### src/rtl/mem_arb_pkg.sv
// Shared types and default sizing for the fetch/load-store memory arbiter.
package mem_arb_pkg;

    localparam int unsigned ADDR_W_DEF      = 32;
    localparam int unsigned DATA_W_DEF      = 32;
    localparam int unsigned MAX_D_BURST_DEF = 4;
    localparam int unsigned BURST_CNT_W     = 4;

    typedef enum logic [1:0] {
        IDLE     = 2'd0,
        WAIT_GNT = 2'd1,
        WAIT_RSP = 2'd2
    } arb_state_e;

    typedef enum logic {
        OWN_IF = 1'b0,
        OWN_D  = 1'b1
    } arb_owner_e;

endpackage

### src/rtl/mem_arbiter.sv
// Arbitrates one single-port memory between instruction fetch and load/store,
// one outstanding transaction at a time, data-first with a bounded burst.
module mem_arbiter
    import mem_arb_pkg::*;
#(
    parameter int unsigned ADDR_W      = ADDR_W_DEF,
    parameter int unsigned DATA_W      = DATA_W_DEF,
    parameter int unsigned MAX_D_BURST = MAX_D_BURST_DEF
) (
    input  logic                clk,
    input  logic                reset_n,
    input  logic                if_req_i,
    input  logic [ADDR_W-1:0]   if_addr_i,
    output logic                if_gnt_o,
    output logic                if_rvalid_o,
    output logic [DATA_W-1:0]   if_rdata_o,
    input  logic                d_req_i,
    input  logic [ADDR_W-1:0]   d_addr_i,
    input  logic                d_we_i,
    input  logic [DATA_W/8-1:0] d_be_i,
    input  logic [DATA_W-1:0]   d_wdata_i,
    output logic                d_gnt_o,
    output logic                d_rvalid_o,
    output logic [DATA_W-1:0]   d_rdata_o,
    output logic                mem_req_o,
    output logic [ADDR_W-1:0]   mem_addr_o,
    output logic                mem_we_o,
    output logic [DATA_W/8-1:0] mem_be_o,
    output logic [DATA_W-1:0]   mem_wdata_o,
    input  logic                mem_gnt_i,
    input  logic                mem_rvalid_i,
    input  logic [DATA_W-1:0]   mem_rdata_i
);

    localparam int unsigned BE_W = DATA_W / 8;
    localparam logic [BURST_CNT_W-1:0] BURST_MAX = BURST_CNT_W'(MAX_D_BURST);

    arb_state_e               state_q;
    arb_owner_e               owner_q;
    logic [BURST_CNT_W-1:0]   burst_cnt_q;
    logic [BURST_CNT_W-1:0]   burst_cnt_d;
    logic                     mem_req_q;
    logic [ADDR_W-1:0]        addr_q;
    logic                     we_q;
    logic [BE_W-1:0]          be_q;
    logic [DATA_W-1:0]        wdata_q;

    logic                     fetch_due_s;
    logic                     sel_d_s;
    logic                     sel_if_s;
    logic                     rsp_s;

    // Grant selection: data wins unless a waiting fetch has exhausted the burst budget.
    always_comb begin
        fetch_due_s = if_req_i && (burst_cnt_q == BURST_MAX);
        sel_d_s     = (state_q == IDLE) && d_req_i && !fetch_due_s;
        sel_if_s    = (state_q == IDLE) && if_req_i && !sel_d_s;
        rsp_s       = (state_q == WAIT_RSP) && mem_rvalid_i;
    end

    // Burst counter tracks consecutive data grants taken while fetch was waiting.
    always_comb begin
        burst_cnt_d = burst_cnt_q;
        if (sel_if_s) begin
            burst_cnt_d = '0;
        end else if (sel_d_s) begin
            if (!if_req_i) begin
                burst_cnt_d = '0;
            end else if (burst_cnt_q != BURST_MAX) begin
                burst_cnt_d = burst_cnt_q + 4'd1;
            end else begin
                burst_cnt_d = burst_cnt_q;
            end
        end else begin
            burst_cnt_d = burst_cnt_q;
        end
    end

    // Transaction FSM with registered memory command; reset abandons any transaction.
    always_ff @(posedge clk or negedge reset_n) begin
        if (!reset_n) begin
            state_q     <= IDLE;
            owner_q     <= OWN_IF;
            burst_cnt_q <= '0;
            mem_req_q   <= 1'b0;
            addr_q      <= '0;
            we_q        <= 1'b0;
            be_q        <= '0;
            wdata_q     <= '0;
        end else begin
            burst_cnt_q <= burst_cnt_d;
            case (state_q)
                IDLE: begin
                    if (sel_d_s) begin
                        state_q   <= WAIT_GNT;
                        owner_q   <= OWN_D;
                        mem_req_q <= 1'b1;
                        addr_q    <= d_addr_i;
                        we_q      <= d_we_i;
                        be_q      <= d_be_i;
                        wdata_q   <= d_wdata_i;
                    end else if (sel_if_s) begin
                        state_q   <= WAIT_GNT;
                        owner_q   <= OWN_IF;
                        mem_req_q <= 1'b1;
                        addr_q    <= if_addr_i;
                        we_q      <= 1'b0;
                        be_q      <= '1;
                        wdata_q   <= '0;
                    end
                end
                WAIT_GNT: begin
                    if (mem_gnt_i) begin
                        state_q   <= WAIT_RSP;
                        mem_req_q <= 1'b0;
                    end
                end
                WAIT_RSP: begin
                    if (mem_rvalid_i) begin
                        state_q <= IDLE;
                    end
                end
                default: begin
                    state_q   <= IDLE;
                    mem_req_q <= 1'b0;
                end
            endcase
        end
    end

    // Response routing to the owner; rdata is forced to zero whenever rvalid is low.
    always_comb begin
        if_gnt_o    = sel_if_s;
        d_gnt_o     = sel_d_s;
        if_rvalid_o = rsp_s && (owner_q == OWN_IF);
        d_rvalid_o  = rsp_s && (owner_q == OWN_D);
        if_rdata_o  = if_rvalid_o ? mem_rdata_i : '0;
        d_rdata_o   = d_rvalid_o ? mem_rdata_i : '0;
        mem_req_o   = mem_req_q;
        mem_addr_o  = addr_q;
        mem_we_o    = we_q;
        mem_be_o    = be_q;
        mem_wdata_o = wdata_q;
    end

endmodule

### config.mk
export PLATFORM = sky130hd
export DESIGN_NAME = mem_arbiter
export DESIGN_NICKNAME = d
export VERILOG_FILES = /design/src/rtl/mem_arb_pkg.sv /design/src/rtl/mem_arbiter.sv
export SDC_FILE = /design/constraint.sdc
export NUM_CORES = 1
export LEC_CHECK = 0
export BUFFER_PORTS_ARGS = -buffer_cell sky130_fd_sc_hd__buf_2
export CAP_MARGIN = 20
export CORE_AREA = 2 2 108 110
export CTS_CLUSTER_SIZE = 30
export DETAILED_ROUTE_END_ITERATION = 16
export DIE_AREA = 0 0 110 112
export PLACE_DENSITY = 0.7
export SLEW_MARGIN = 20
export SYNTH_ARGS = -nofsm -noshare
export SYNTH_HDL_FRONTEND = slang
export SYNTH_SLANG_ARGS = --single-unit
### constraint.sdc
create_clock -name clk -period 3.3 [get_ports clk]
set_input_delay 0.33 -clock clk [delete_from_list [all_inputs] [get_ports clk]]
set_output_delay 0.33 -clock clk [all_outputs]
set_load 0.005 [all_outputs]
==> results by group <==
Run status
  • Outcome: finished, final reports clean

Synth
  • Synth Register Bits: 77
  • Synthesized area per cell: 12.6 um^2
  • Synth Net Count: 444
  • Synth warn: 0
  • Sequential area share after synthesis: about half
  • Cell count after synthesis: between 300 and 400
  • Cell area after synthesis: 0.00383 mm^2
  • Count of cell types in the netlist: 33

GRT
  • Grt ovf: 0
  • Total global-route track usage: 16.9%
  • First-pass GRT wire length: 16.2 mm
  • Initial antenna violation count: 0
  • Largest net degree at the start of global routing: 78
  • Vias in the first global route: 3394

Setup path
  • Peak per-stage delay on the critical path: 410 ps
  • Crit Path Max Fanout: 35
  • Worst-path cell chain: inv_1 > ha_1 > nand4b_1 > nand3_2 > clkinv_1 > buf_4 > nor2_1 > buf_2
  • Register-to-register setup slack: 1200 ps
  • CP startpoint kind: register
  • FF-to-FF Start: burst_cnt_q[0]$_DFFE_PN0P_
  • CP arrival: 2270 ps
  • WS Path Type: register to primary output
  • Required @ worst endpoint: about 3000 ps
  • Critical Path Sink Type: primary output
  • Slowest CP cell: nand3_2
  • Top Family by Delay on Critical Path: buffers and inverters
  • Critical path buffers and inverters: 4
  • CP Launch Point: burst_cnt_q[0]$_DFFE_PN0P_

STA
  • Final period utilization: between 70% and 80%
  • RSZ-0062 raised after global routing: no
  • Setup Skew: 7.67 ps
  • Worst slew margin: 36.6%
  • Max Slew Vio Count: 0
  • Endpoints failing hold: 0
  • Final Worst Setup Slack: about 700 ps
  • Setup TNS: 0 ps
  • Worst slew pin tran: approximately 950 ps
  • # setup viols final: 0
  • Max Fclk: 385 MHz
  • Tmin final: approximately 2600 ps

Clock network
  • Clk_lat worst skew: 330 ps
  • CTS tree: done
  • Post-CTS setup buffer count: 0
  • # H-tree levels: 3
  • Clock transition at path regs: 60 ps
  • CTS max path bufs: 2
  • Total clock buffers created by CTS: 9
  • CTS root buf: clkbuf_16
  • Post_cts resized: 0
  • Clock Sinks: between 70 and 80
  • Hold Buf Count CTS: 0

Placement
  • PortBufs: 276
  • Placement Cell Area: 0.00533 mm^2
  • DP Cell Count: 707
  • Post-Place Setup Slack: between 1000 and 1500 ps
  • Placed wire-length estimate: 7.99 mm
  • Routability congestion estimate: 0.748

Layout
  • Non-Filler Instances: 721
  • Area growth from synthesis to layout: 46.7%
  • Nets: 716
  • Ant diodes: 0
  • Non-Filler Cell Area, Final: between 0.005 and 0.006 mm^2
  • Layout cells sized above 1: between 60% and 70%

Floorplan
  • Num rows: 39
  • Starting Density: 34.2%
  • Die Span X: 110 um
  • Die area: 0.0123 mm^2
  • Chip height: 112 um
  • IO Pins: about 280
  • CORE AREA: 0.0112 mm^2

Pwr
  • Total design power: about 4.5 mW
  • Power per cell area: 807 mW/mm^2
  • Lkg Pwr: 3.17 nW
  • Peak VDD IR: 0.334 mV

Drt
  • DR iter-0 viols: 136
  • Routed vias: 3407
  • Vias per cell: between 4 and 5
  • Drt wl/cell: approximately 15 um
  • Iteration count of the initial detailed-routing pass: 4
  • DR DRC count: 0
  • Post-DRT Antenna Nets: 0
  • Final wirelength: between 10 and 15 mm

Hold path
  • Worst Hold Class: primary input to asynchronous set/reset pin

Flow run
  • Max cap viols: 0
==> through the flow <==
step | hold WS, ps | utilization (%)
finish | 160 | 50.2
global route | 214 | 50.2
CTS | 194 | 50.2
detailed placement | 464 | 47.7
global placement | 462 | 47.7
floorplan | 34.4 | -
==> flip-flops by register name, indices dropped and copies added, names as in the netlist <==
register     flops
mem_addr_o      32
mem_wdata_o     32
burst_cnt_q      4
mem_be_o         4
state_q          2
mem_req_o        1
mem_we_o         1
owner_q          1
==> synthesized netlist by cell type (all sizes together) <==
cell,n,area [um^2]
dfrtp,77,1930
and2,64,400
mux2,62,796
a22o,33,289
clkbuf,11,41.3
buf,9,67.6
nand2,8,30.0
inv,4,15.0
o21ai,4,20.0
o22a,4,35.0
mux2i,3,30.0
nor2,3,11.3
ha,2,25.0
nand2b,2,12.5
nand3,2,10.0
nand3b,2,15.0
a211o,1,8.76
a21oi,1,5.00
a31oi,1,6.26
and3,1,6.26
and4b,1,10.0
and4bb,1,12.5
clkinv,1,3.75
nand4b,1,8.76
nor3b,1,7.51
nor4b,1,8.76
o211ai,1,7.51
o21a,1,7.51
or3b,1,8.76
==> final cells by class <==
class / instances / area (um^2)
multi-input combinational: 201 / 1790
clock buffer: 10 / 229
tap: 143 / 179
inverter: 5 / 18.8
timing repair buffer: 281 / 1420
sequential: 77 / 1930
fill: 1013 / 5560
clock inverter: 4 / 51.3
==> cells by family after synthesis <==
logic type / after synthesis / synth area share (%)
DFF: 77 / 50.4
adders and majority gates: 2 / 0.654
AOI/OAI and AO/OA: 46 / 9.91
muxes: 65 / 21.6
and+or+nand+nor: 88 / 14.2
buffers and inverters: 25 / 3.34
==> layer usage <==
| layer | track usage, % | share of wire (%) | wire length [um] |
|---|---|---|---|
| met5 | 0 | 0 | 0 |
| met4 | 8.10 | 3.4 | 359 |
| met3 | 4.86 | 9.0 | 954 |
| met2 | 28.0 | 49 | 5230 |
| met1 | 19.8 | 38 | 4060 |
==> layout by cell type (no fill, tap or decap), drive strengths merged <==
cell type / count
a21oi: 1
nand3b: 2
and3: 1
clkinvlp: 1
o211ai: 1
nand3: 2
nand2: 8
nor4b: 1
clkinv: 3
o22a: 4
nand2b: 2
clkbuf: 10
o21ai: 4
inv: 4
buf: 281
and2: 64
a22o: 33
or3b: 1
a211o: 1
bufinv: 1
nand4b: 1
ha: 2
nor2: 3
dfrtp: 77
mux2: 62
nor3b: 1
and4b: 1
mux2i: 3
o21a: 1
a31oi: 1
and4bb: 1
==> path summary, 6_finish.rpt <==
kind,to,cells after the start
worst min-delay path,mem_addr_o[11]$_DFFE_PN0P_,1
worst min register to register,mem_req_o$_DFFE_PN0P_,2
worst max-delay path,if_gnt_o,8
worst max register to register,mem_addr_o[5]$_DFFE_PN0P_,6
min in group clk,mem_wdata_o[13]$_DFFE_PN0P_,2
max in group asynchronous,burst_cnt_q[1]$_DFFE_PN0P_,1
==> report_power, final <==
group / internal [mW] / switching (mW)
Sequential: 1.38 / 0.263
Combinational: 1.15 / 0.800
Clock: 0.577 / 0.362
Power figures use the tool's default switching activity.
